--- src/rtl/vend_select_fsm.sv ---
// vend_select_fsm
//   Turns debounced keypad events into a validated purchase request
//   (slot, quantity, stock check) and offers it downstream with valid/ready.
//   Rejected ok presses produce a one-cycle err_pulse.
// Ports
//   i_clk, i_rst_n          clock, asynchronous active-low reset
//   key_valid/val/ok/back   scanner level outputs
//   admin_en                forces IDLE and masks key events
//   slot_stock              3-bit stock per slot, slot n at [3n-1:3n-3]
//   sel_ready / sel_valid   handshake with the payment stage
//   sel_slot, sel_qty       current selection (0 = none)
//   err_pulse               rejected ok press
//   ui_state                0 IDLE, 1 SLOT, 2 QTY, 3 OFFER
module vend_select_fsm #(
    parameter int unsigned SETTLE_CYC  = 1500000,
    parameter int unsigned TIMEOUT_CYC = 500000000
) (
    input  logic        i_clk,
    input  logic        i_rst_n,
    input  logic        key_valid,
    input  logic [2:0]  key_val,
    input  logic        key_ok,
    input  logic        key_back,
    input  logic        admin_en,
    input  logic [20:0] slot_stock,
    input  logic        sel_ready,
    output logic        sel_valid,
    output logic [2:0]  sel_slot,
    output logic [2:0]  sel_qty,
    output logic        err_pulse,
    output logic [1:0]  ui_state
);
    localparam int SW = $clog2(SETTLE_CYC + 1);
    localparam int TW = $clog2(TIMEOUT_CYC + 1);
    localparam logic [SW-1:0] SETTLE_MAX   = SW'(SETTLE_CYC);
    localparam logic [TW-1:0] TIMEOUT_LAST = TW'(TIMEOUT_CYC - 1);

    typedef enum logic [1:0] {
        ST_IDLE  = 2'd0,
        ST_SLOT  = 2'd1,
        ST_QTY   = 2'd2,
        ST_OFFER = 2'd3
    } state_e;

    typedef enum logic [1:0] {
        EV_DIGIT = 2'd0,
        EV_OK    = 2'd1,
        EV_BACK  = 2'd2
    } ev_kind_e;

    typedef struct packed {
        logic       vld;
        ev_kind_e   kind;
        logic [2:0] digit;
    } key_ev_t;

    logic [SW-1:0] settle_cnt_q, settle_cnt_d;
    key_ev_t       ev_q, ev_d;
    state_e        state_q, state_d;
    logic [2:0]    slot_q, slot_d;
    logic [2:0]    qty_q, qty_d;
    logic          sel_valid_q, sel_valid_d;
    logic          err_q, err_d;
    logic [TW-1:0] idle_cnt_q, idle_cnt_d;

    // Stock of the currently selected slot; a zero slot lands on padding.
    logic [23:0] stock_ext;
    logic [4:0]  stock_base;
    logic [2:0]  cur_stock;
    assign stock_ext  = {slot_stock, 3'b000};
    assign stock_base = {2'b00, slot_q} * 5'd3;
    assign cur_stock  = stock_ext[stock_base +: 3];

    // Event qualifier: one event when the hold count reaches SETTLE_CYC,
    // then the counter parks until key_valid drops.
    always_comb begin
        settle_cnt_d = settle_cnt_q;
        ev_d         = '0;
        if (!key_valid) begin
            settle_cnt_d = '0;
        end else if (settle_cnt_q != SETTLE_MAX) begin
            settle_cnt_d = settle_cnt_q + 1'b1;
            if (settle_cnt_q == SETTLE_MAX - 1'b1) begin
                ev_d.vld   = !admin_en;
                ev_d.digit = key_val;
                if (key_back)    ev_d.kind = EV_BACK;
                else if (key_ok) ev_d.kind = EV_OK;
                else             ev_d.kind = EV_DIGIT;
            end
        end
    end

    always_comb begin
        state_d     = state_q;
        slot_d      = slot_q;
        qty_d       = qty_q;
        sel_valid_d = sel_valid_q;
        err_d       = 1'b0;
        idle_cnt_d  = idle_cnt_q;
        if (admin_en) begin
            state_d     = ST_IDLE;
            slot_d      = '0;
            qty_d       = '0;
            sel_valid_d = 1'b0;
            idle_cnt_d  = '0;
        end else begin
            case (state_q)
                ST_IDLE: begin
                    if (ev_q.vld && ev_q.kind == EV_DIGIT && ev_q.digit != 3'd0) begin
                        slot_d  = ev_q.digit;
                        state_d = ST_SLOT;
                    end
                end
                ST_SLOT: begin
                    if (ev_q.vld) begin
                        case (ev_q.kind)
                            EV_DIGIT: if (ev_q.digit != 3'd0) slot_d = ev_q.digit;
                            EV_BACK: begin
                                slot_d  = '0;
                                state_d = ST_IDLE;
                            end
                            default: begin
                                if (cur_stock == 3'd0) begin
                                    err_d   = 1'b1;
                                    slot_d  = '0;
                                    state_d = ST_IDLE;
                                end else begin
                                    qty_d   = '0;
                                    state_d = ST_QTY;
                                end
                            end
                        endcase
                    end
                end
                ST_QTY: begin
                    if (ev_q.vld) begin
                        case (ev_q.kind)
                            EV_DIGIT: qty_d = ev_q.digit;
                            EV_BACK: begin
                                qty_d   = '0;
                                state_d = ST_SLOT;
                            end
                            default: begin
                                if (qty_q == 3'd0 || qty_q > cur_stock) begin
                                    err_d = 1'b1;
                                    qty_d = '0;
                                end else begin
                                    state_d     = ST_OFFER;
                                    sel_valid_d = 1'b1;
                                end
                            end
                        endcase
                    end
                end
                default: begin
                    // Handshake has priority over a simultaneous BACK.
                    if (sel_valid_q && sel_ready) begin
                        sel_valid_d = 1'b0;
                        slot_d      = '0;
                        qty_d       = '0;
                        state_d     = ST_IDLE;
                    end else if (ev_q.vld && ev_q.kind == EV_BACK) begin
                        sel_valid_d = 1'b0;
                        state_d     = ST_QTY;
                    end
                end
            endcase

            // Inactivity timer, only live while the user is mid-entry.
            if (state_q == ST_SLOT || state_q == ST_QTY) begin
                if (ev_q.vld || state_d != state_q) begin
                    idle_cnt_d = '0;
                end else if (idle_cnt_q == TIMEOUT_LAST) begin
                    idle_cnt_d = '0;
                    state_d    = ST_IDLE;
                    slot_d     = '0;
                    qty_d      = '0;
                end else begin
                    idle_cnt_d = idle_cnt_q + 1'b1;
                end
            end else begin
                idle_cnt_d = '0;
            end
        end
    end

    always_ff @(posedge i_clk or negedge i_rst_n) begin
        if (!i_rst_n) begin
            settle_cnt_q <= '0;
            ev_q         <= '0;
            state_q      <= ST_IDLE;
            slot_q       <= '0;
            qty_q        <= '0;
            sel_valid_q  <= 1'b0;
            err_q        <= 1'b0;
            idle_cnt_q   <= '0;
        end else begin
            settle_cnt_q <= settle_cnt_d;
            ev_q         <= ev_d;
            state_q      <= state_d;
            slot_q       <= slot_d;
            qty_q        <= qty_d;
            sel_valid_q  <= sel_valid_d;
            err_q        <= err_d;
            idle_cnt_q   <= idle_cnt_d;
        end
    end

    assign sel_valid = sel_valid_q;
    assign sel_slot  = slot_q;
    assign sel_qty   = qty_q;
    assign err_pulse = err_q;
    assign ui_state  = state_q;

endmodule

--- config.mk ---
export PLATFORM = sky130hd
export DESIGN_NAME = vend_select_fsm
export DESIGN_NICKNAME = d
export VERILOG_FILES = /design/src/rtl/vend_select_fsm.sv
export SDC_FILE = /design/constraint.sdc
export NUM_CORES = 1
export LEC_CHECK = 0
export ABC_AREA = 1
export BUFFER_PORTS_ARGS = -buffer_cell sky130_fd_sc_hd__buf_2
export CORE_ASPECT_RATIO = 1.25
export CORE_UTILIZATION = 35
export DETAILED_ROUTE_END_ITERATION = 8
export HOLD_SLACK_MARGIN = 0.05
export PLACE_DENSITY = 0.58
export SLEW_MARGIN = 25
export SYNTH_ARGS = -nofsm -noshare
export SYNTH_HDL_FRONTEND = slang
export SYNTH_SLANG_ARGS = --single-unit
--- constraint.sdc ---
create_clock -name i_clk -period 3.79 [get_ports i_clk]
set_input_delay 0.758 -clock i_clk [delete_from_list [all_inputs] [get_ports i_clk]]
set_output_delay 0.758 -clock i_clk [all_outputs]
set_load 0.02 [all_outputs]
==> Word level (Yosys, flattened, before mapping) <==
Index checks and enable logic that the tools add are counted.
{ "word_totals": {"out_inout_bits": 10, "romBits": 0, "in_bits": 31, "ram_bits": 0, "mem_count": 0, "word_cells": 108, "latch_bits": 0, "regBits": 66} }
{ "op_classes": {"muxes": 64, "bitwise": 0, "n_lt_le_gt_ge": 1, "add_sub_neg": 2, "n_eq_ne": 12, "shift": 1, "div": 0, "multipliers": 1, "reduce_logical": 17} }
{ "ops": {"columns": ["cell", "count"], "rows": [
  ["29-bit 2-to-1 mux", 4],
  ["3-bit 2-to-1 mux", 19],
  ["21-bit 2-to-1 mux", 2],
  ["29-bit by 1-bit adder with 29-bit output (second input constant)", 1],
  ["29-bit equality test (second input constant)", 1],
  ["2-bit 2-to-1 mux", 13],
  ["24-bit by 6-bit indexed part select with 3-bit output", 1],
  ["21-bit by 1-bit adder with 21-bit output (second input constant)", 1],
  ["21-bit equality test (second input constant)", 1],
  ["21-bit inequality test (second input constant)", 1],
  ["6-bit 2-to-1 mux", 3],
  ["3-bit case mux with 3 select lines", 2],
  ["1-bit 2-to-1 mux", 14],
  ["3-bit case mux with 2 select lines", 2],
  ["3-bit inequality test (second input constant)", 3],
  ["2-bit case mux with 2 select lines", 2],
  ["3-bit zero test", 2],
  ["2-bit case mux with 3 select lines", 1],
  ["3-bit by 2-bit multiplier with 5-bit output (second input constant)", 1],
  ["5-bit AND reduction", 1],
  ["2-bit equality test (second input constant)", 2],
  ["1-bit logical AND", 4],
  ["2-bit zero test", 2],
  ["2-bit by 1-bit inequality test with 1-bit output (second input constant)", 2],
  ["9 further kinds", 13]
]} }

==> Logic depth before layout (Yosys ltp) <==
Gate-level depths: netlist of the first run.
{ "logic_depth": {"ltp_word": 14, "depth_mapped": 21, "ltp_nobuf": 20} }

==> Worst setup path after synthesis of the first run <==
No wires, ideal clock.
{ "synth_path": {"kind": "input-to-reg", "start": "input slot_stock[20]", "end": "register idle_cnt_q[14]", "path_slack_ns": 1.056, "stages": 20, "arrival_time_ns": 2.665, "setup_time_ns": 0.068, "cell_sequence": "inv_1 > nand2_1 > nand3_1 > nand3_1 > nand2_2 > ha_1 > a21oi_1 > o21ai_1 > nand2_1 > nand2_1 > nand2_1 > nand2_1 > inv_1 > nand2_1 > o211ai_1 > nand2_1 > a21oi_2 > nand3_4 > buf_12 > nor2_4"} }
{ "synth_between": {"elab_chain_cells": 13, "word_cells_on_any_way": 17, "cone_classes": "1 x order compare; 1 x eq/ne; 1 x shift; 11 x mux; 3 x reduce/logical"} }
{ "synth_rtl": {"columns": ["item", "line", "source"], "rows": [
  ["start: declaration", "25", "input logic [20:0] slot_stock,"],
  ["24-bit by 6-bit indexed part select with 3-bit output *", "72", "assign cur_stock = stock_ext[stock_base +: 3];"],
  ["3-bit > comparator", "144", "if (qty_q == 3'd0 || qty_q > cur_stock) begin"],
  ["1-bit logical OR", "144", null],
  ["2-bit 2-to-1 mux", "144", null],
  ["2-bit case mux with 2 select lines", "137", "case (ev_q.kind)"],
  ["2-bit 2-to-1 mux", "136", "if (ev_q.vld) begin"],
  ["2-bit case mux with 3 select lines *", "107", "case (state_q)"],
  ["2-bit 2-to-1 mux *", "100", "if (admin_en) begin"],
  ["2-bit inequality test *", "171", "if (ev_q.vld || state_d != state_q) begin"],
  ["1-bit logical OR *", "171", null],
  ["29-bit 2-to-1 mux *", "171", null],
  ["29-bit 2-to-1 mux *", "170", "if (state_q == ST_SLOT || state_q == ST_QTY) begin"],
  ["29-bit 2-to-1 mux *", "100", null],
  ["named net idle_cnt_d[14]", "64", "logic [TW-1:0] idle_cnt_q, idle_cnt_d;"],
  ["end signal: assignment", "205", "idle_cnt_q <= idle_cnt_d;"],
  ["end: declaration", "64", null]
]} }
Mark *: on every way through the listed nets, which the timed path passes. The rest lies on a longest branch. The select of a mux whose other input is x is not followed.
A chain may end at the register's enable or synchronous reset.

==> Worst setup path after layout of the first run <==
{ "layout_path": {"start": "register slot_q[1] (netlist: sel_slot[1])", "end": "register idle_cnt_q[28]"} }
{ "layout_between": {"elab_chain_cells": 14, "word_cells_on_any_way": 18, "cone_classes": "1 x mul; 1 x order compare; 1 x eq/ne; 1 x shift; 11 x mux; 3 x reduce/logical"} }
{ "layout_rtl": {"columns": ["item", "line", "source"], "rows": [
  ["start: declaration", "60", "logic [2:0] slot_q, slot_d;"],
  ["start signal: assignment", "201", "slot_q <= slot_d;"],
  ["3-bit by 2-bit multiplier with 5-bit output *", "71", "assign stock_base = {2'b00, slot_q} * 5'd3;"],
  ["24-bit by 6-bit indexed part select with 3-bit output *", "72", null],
  ["3-bit > comparator", "144", null],
  ["1-bit logical OR", "144", null],
  ["2-bit 2-to-1 mux", "144", null],
  ["2-bit case mux with 2 select lines", "137", null],
  ["2-bit 2-to-1 mux", "136", null],
  ["2-bit case mux with 3 select lines *", "107", null],
  ["2-bit 2-to-1 mux *", "100", null],
  ["2-bit inequality test *", "171", null],
  ["1-bit logical OR *", "171", null],
  ["29-bit 2-to-1 mux *", "171", null],
  ["29-bit 2-to-1 mux *", "170", null],
  ["29-bit 2-to-1 mux *", "100", null],
  ["named net idle_cnt_d[28]", "64", null]
]} }
Marks and branches as above.

==> results of run 1 <==
cell type report:
| type | instances | area, sq um |
|---|---|---|
| clock inverter | 6 | 90.09 |
| clock buffer | 10 | 239.0 |
| inverter | 91 | 341.6 |
| timing repair buffer | 43 | 235.2 |
| tap | 164 | 205.2 |
| fill | 1250 | 7132 |
| sequential | 66 | 1652 |
| multi-input combinational | 423 | 2323 |
power groups by stage:
| stage | clock network, mW | registers, mW | logic [mW] |
|---|---|---|---|
| floorplan | 0 | 0.721 | 0.0184 |
| global placement | 0 | 0.721 | 0.0544 |
| detailed placement | 0 | 0.721 | 0.0557 |
| CTS | 0.930 | 0.709 | 0.0563 |
| global route | 0.963 | 0.709 | 0.0640 |
| finish | 0.904 | 0.709 | 0.0544 |
metal layers:
metal	GRT usage [%]	wire [um]	vias up	part of all wire, %
met5	0	0	-	0
met4	9.832	357	0	3.6
met3	3.217	390	31	3.9
met2	28.55	4986	114	50
met1	19.48	4310	1855	43
li1	-	-	2016	-
cells by family after synthesis:
logic type / count (synthesis)
AO/OA/AOI/OAI: 82
adder cells (fa/ha/maj): 10
XOR/XNOR: 21
AND/OR/NAND/NOR: 310
flip-flops: 66
buffers and inverters: 104
per-stage QoR:
step	total power [mW]	util, %	setup WS, ps	std cells	cell area, sq um
6_report	1.667	41.63	544.4	803	5086
2_1_floorplan	0.7397	-	1056	593	4428
5_1_grt	1.736	41.63	199.0	803	5086
3_3_place_gp	0.7757	38.93	572.0	787	4757
3_5_place_dp	0.7772	38.93	475.8	787	4757
4_1_cts	1.695	41.63	516.2	803	5086
flip-flops by register name (all words and copies together), names as in the netlist:
name / count
idle_cnt_q: 29
ui_state: 2
sel_qty: 3
ev_q: 6
sel_valid: 1
err_pulse: 1
settle_cnt_q: 21
sel_slot: 3
critical path, stage by stage (launching register included):
cell and delay (ps):
dfrtp_1 600, inv_2 200, nand2_1 90, nand3_1 60
nand3_1 110, nand2_2 70, ha_1 310, a21oi_1 150
o21ai_1 80, nand2_1 70, nand2_1 70, nand2_1 70
nand2_1 50, inv_1 70, nand2_1 50, o211ai_1 80
nand2_1 100, a21oi_2 250, nand3_4 290, buf_12 280
nor2_1 90
placed cells by master, fill, tap and decap left out, drive strengths merged, types with 2 or more instances in the layout:
cell type	Yosys	layout
a211oi	4	4
a21oi	26	26
a31oi	6	6
buf	10	43
bufinv	0	2
clkbuf	3	10
clkinv	0	3
dfrtp	66	66
ha	10	10
inv	91	91
nand2	121	121
nand3	45	45
nand3b	2	2
nand4	15	15
nor2	92	92
nor3	24	24
nor4	6	6
o211ai	4	4
o21ai	37	37
or2	2	2
xnor2	5	5
xor2	16	16
worst max path at each step:
stage	slack (ps)	to	cells past startpoint	start
floorplan	1060	idle_cnt_q[14]$_DFF_PN0_	20	slot_stock[20]
global placement	570	idle_cnt_q[28]$_DFF_PN0_	21	slot_stock[20]
detailed placement	480	idle_cnt_q[28]$_DFF_PN0_	21	slot_stock[20]
CTS	520	idle_cnt_q[28]$_DFF_PN0_	20	sel_slot[1]$_DFF_PN0_
global route	200	idle_cnt_q[28]$_DFF_PN0_	20	sel_slot[1]$_DFF_PN0_
finish	540	idle_cnt_q[28]$_DFF_PN0_	20	sel_slot[1]$_DFF_PN0_
==> impl_metrics.json, run 1 <==
{
  "synth_top_flop_cell": "dfrtp_1",
  "p_clk_share_pct": 54.2,
  "switchingPower_mw": 0.3460,
  "power.internal_mw": 1.322,
  "required_ps": 4050,
  "outcome": "finished, final reports clean",
  "postRouteAntennaNets": 0,
  "worst_slew_pin_slew_ps": 773.3,
  "p_seq_share_pct": 42.5,
  "synth_fa_ha_area_share_pct": 2.826,
  "async_flop_share_pct": 100.0,
  "cts.htree.levels": 3,
  "drt_iter0_markers": 213,
  "vias": 4016,
  "grt_usage_pct": 16.84,
  "grt_pass1_vias": 3857,
  "initial_core_util_pct": 36.24,
  "fin_crit_ps": 3246,
  "synth_mux_area_share_pct": 0,
  "synth_edf_count": 0,
  "cellLeakagePower_nw": 2.218,
  "drt-total-wl_um": 10040,
  "nNetsFinal": 675,
  "die_width_um": 102.6,
  "post_cts_resized": 0,
  "setup_tns_ps": 0,
  "cts-root-buf": "clkbuf_16",
  "critPathKind": "flop to flop",
  "switching_share_pct": 20.75,
  "syn_nets": 634,
  "yosys.area_share.simple_pct": 35.18,
  "die_h_um": 127.8,
  "antennaDiodeCount": 0,
  "overflow": 0,
  "hold_viol": 0,
  "synth_xor_area_share_pct": 4.154,
  "synth_seq_cells": 66,
  "drv_cap": 0,
  "cts.sinks": 66,
  "area_growth_pct": 14.86,
  "setup_viol_count_final": 0,
  "die_area_sq_mm": 0.01311,
  "synth_sequential_area_ratio_pct": 37.30,
  "synth.most_common_cell": "nand2_1",
  "crit_fanout": 15,
  "timing.rr.end": "idle_cnt_q[28]$_DFF_PN0_",
  "place_hpwl_um": 7574,
  "synth_top_family_by_area": "simple AND/OR/NAND/NOR gates",
  "synth_warnings": 0,
  "reg2reg_depth": 20,
  "timing.fmax_mhz": 308.1,
  "r2r_slack_ps": 540,
  "hold_class": "primary input to asynchronous set/reset pin",
  "clk_latency_ps": 330,
  "synth_area_sq_mm": 0.004428,
  "routedWlPerCell_um": 12.51,
  "netlist.area_leader.share_pct": 37.30,
  "synth_area_leaders": "dfrtp_1 (37%), nand2_1 (9.8%), inv_1 (7.4%), nor2_1 (5.8%), nor2_4 (5.3%)",
  "slew_violations": 0,
  "drtPass1Iterations": 4,
  "max-vdd-ir-drop_v": 0.0001797,
  "core.rowCount": 45,
  "powerDensity_mw_per_mm2": 327.9,
  "cp.arrival_ps": 3510,
  "drc": 0,
  "synth_compound_area_share_pct": 10.31,
  "antenna_found_initial": 0,
  "avgSynthCellArea_sq_um": 7.467,
  "rsz0062_at_grt": "no",
  "post_cts_buffers": 0,
  "maxSlewHeadroom_pct": 48.45,
  "cts_tree": "built",
  "endpoint_kind": "flop",
  "r2r-start": "sel_slot[1]$_DFF_PN0_",
  "grt_pass1_wl_um": 17190,
  "fin_skew_ps": 5.297,
  "postSynthCellCount": 593,
  "grt_max_degree": 36,
  "via_per_inst": 5.001,
  "holdWs_ps": 498.4,
  "holdBufCountCts": 0,
  "cts_made_buffers": 9,
  "power_frac_comb_pct": 3.3,
  "place.gp.congestion": 0.8500,
  "clock_path_buffers": 2,
  "path_clk_slew_ps": 60,
  "ys_types": 42,
  "start_kind": "flop",
  "coreArea_sq_mm": 0.01222,
  "yosys.area.top_type": "dfrtp_1",
  "drive_above_1_share_pct": 15.81,
  "io-pin-count": 41,
  "io_buffers": 40,
  "fin_crit_sh_pct": 85.64,
  "ys_top_cells_by_count": "nand2_1 (116), inv_1 (87), nor2_1 (68), dfrtp_1 (66), nand3_1 (41)"
}
Power figures use the tool's default switching activity.
==> run 2, diff against run 1 <==
- GPL_TIMING_DRIVEN: unset -> 0
==> run 2 against run 1 <==
Net effect:
- clock skew about the same
- largest cell class unchanged
- sequential share of layout area decreased by 0.52 points
- critical path depth increased by 1
- first-iteration DRC count increased by 20%
- critical endpoint is now idle_cnt_q[15]$_DFF_PN0_
- register-to-register slack improved by 350 ps
- clock power decreased by 7.3%
- count of clock-buffer cells in the layout increased by 3
==> impl_metrics.json, run 2 (same netlist as run 1, synthesis figures left out) <==
{
  "outcome": "finished, final reports clean",
  "place_hpwl_um": 7606,
  "drv_cap": 0,
  "clk_latency_ps": 320,
  "r2r-start": "sel_slot[1]$_DFF_PN0_",
  "utilization_pct": 42.30,
  "post_cts_buffers": 0,
  "powerDensity_mw_per_mm2": 310.4,
  "fin_crit_sh_pct": 76.36,
  "most-common-layout-cells": "nand2_1 (116), inv_1 (87), nor2_1 (68)",
  "hold_viol": 0,
  "setup_tns_ps": 0,
  "start_kind": "flop",
  "power_mw": 1.604,
  "cp_num_buf_inv": 4,
  "holdBufCountCts": 0,
  "final.fill_count": 1238,
  "io-pin-count": 41,
  "holdWs_ps": 327.4,
  "maxSlewHeadroom_pct": 61.35,
  "ff_latch_area_sq_mm": 0.001652,
  "clock_path_buffers": 2,
  "cts-root-buf": "clkbuf_16",
  "cts.sinks": 66,
  "max-vdd-ir-drop_v": 0.0001625,
  "setup_viol_count_final": 0,
  "worst_path_max_delay_cell": "dfrtp_1",
  "fin_area_sq_mm": 0.005169,
  "io_buffers": 40,
  "routedWlPerCell_um": 12.36,
  "antenna_found_initial": 0,
  "area_growth_pct": 16.73,
  "die_area_sq_mm": 0.01311,
  "cp.arrival_ps": 3150,
  "crit_path_cell_trace": "inv_2, buf_6, nand2_1, nand3_1, nand3_1, nand2_2, ha_1, a21oi_1, o21ai_1, nand2_1, nand2_1, nand2_1, nand2_1, inv_1, nand2_1, o211ai_1, nand2_1, a21oi_2, nand3_4, buf_12, nor2_4",
  "cts_made_buffers": 9,
  "rsz0062_at_grt": "no",
  "coreArea_sq_mm": 0.01222,
  "required_ps": 4050,
  "hold_class": "primary input to asynchronous set/reset pin",
  "drtPass1Iterations": 4,
  "endpoint_kind": "flop",
  "startpoint": "sel_slot[1]$_DFF_PN0_",
  "fin_crit_ps": 2894,
  "max_flop_register": "idle_cnt_q",
  "drc": 0,
  "die_width_um": 102.6,
  "place.gp.congestion": 0.8765,
  "crit_fanout": 10,
  "placed_area_sq_mm": 0.004863,
  "post_cts_resized": 0,
  "antennaDiodeCount": 0,
  "postRouteAntennaNets": 0,
  "grt_usage_pct": 16.29,
  "grt_max_degree": 46,
  "cp_top_family": "simple AND/OR/NAND/NOR gates",
  "nNetsFinal": 686,
  "worst_path_most_repeated_cell": "nand2_1",
  "worst_slew_pin_slew_ps": 565.1,
  "critPathKind": "flop to flop",
  "drive_above_1_share_pct": 16.49,
  "grt_pass1_vias": 3899,
  "grt_pass1_wl_um": 16900,
  "final_common_cell": "nand2_1",
  "fin_skew_ps": 5.412,
  "crit_path_max_incr_delay_ps": 420,
  "cts.htree.levels": 3,
  "drt-total-wl_um": 10050,
  "drt_iter0_markers": 255,
  "cellLeakagePower_nw": 2.275,
  "overflow": 0,
  "die_h_um": 127.8,
  "initial_core_util_pct": 36.24,
  "vias": 3967,
  "largest_reg_flops": 29,
  "cts_tree": "built",
  "path_clk_slew_ps": 50,
  "via_per_inst": 4.879,
  "slew_violations": 0,
  "timing.fmax_mhz": 345.6,
  "multi_input_area_sq_mm": 0.002323,
  "top_regs": "idle_cnt_q: 29 flops, settle_cnt_q: 21 flops, ev_q: 6 flops",
  "core.rowCount": 45
}
## run 2: cell types whose count changed in the layout (fill, tap and decap cells not counted), sizes merged
cell | before | now
bufinv | 2 | 1
clkinv | 3 | 1
clkbuf | 10 | 16
clkinvlp | 1 | 0
buf | 43 | 51
## run 2: per-layer routing
metal	track usage, %	share of wire (%)	up-vias
met5	0	0	-
met4	7.479	2.3	0
met3	2.726	3.0	17
met2	29.73	51	72
met1	18.07	44	1851
li1	-	-	2027
## run 2: final timing paths
kind	end	slack, ps	cells past startpoint
max in group asynchronous	sel_slot[0]$_DFF_PN0_	2940	2
hold reg to reg	settle_cnt_q[14]$_DFFE_PN0P_	480	1
min in group i_clk	settle_cnt_q[14]$_DFFE_PN0P_	480	1
hold / removal	settle_cnt_q[6]$_DFFE_PN0P_	330	1
setup / recovery	idle_cnt_q[15]$_DFF_PN0_	900	21
setup reg to reg	idle_cnt_q[15]$_DFF_PN0_	900	21
## run 2: final cells by class
class / instances / area share, %
multi-input cells: 423 / 44.95
flip-flops and latches: 66 / 31.95
inverters: 91 / 6.609
clock buffers: 13 / 5.229
repair buffers: 41 / 4.454
well taps: 164 / 3.970
plain buffers: 13 / 2.154
clock inverters: 2 / 0.6778
## run 2: per-stage QoR
step	setup slack (ps)	cells
6_report	896.1	813
5_1_grt	708.1	813
4_1_cts	893.3	813
3_5_place_dp	623.2	798
3_3_place_gp	674.4	797
2_1_floorplan	1056	593
## run 2: report_power, final
part           switching, mW  leakage [nW]  total (mW)  internal, mW
clock network          0.281         0.152       0.838         0.558
logic                 0.0344          1.20      0.0564        0.0220
registers            0.00142         0.920       0.709         0.708
total                  0.316          2.27        1.60          1.29
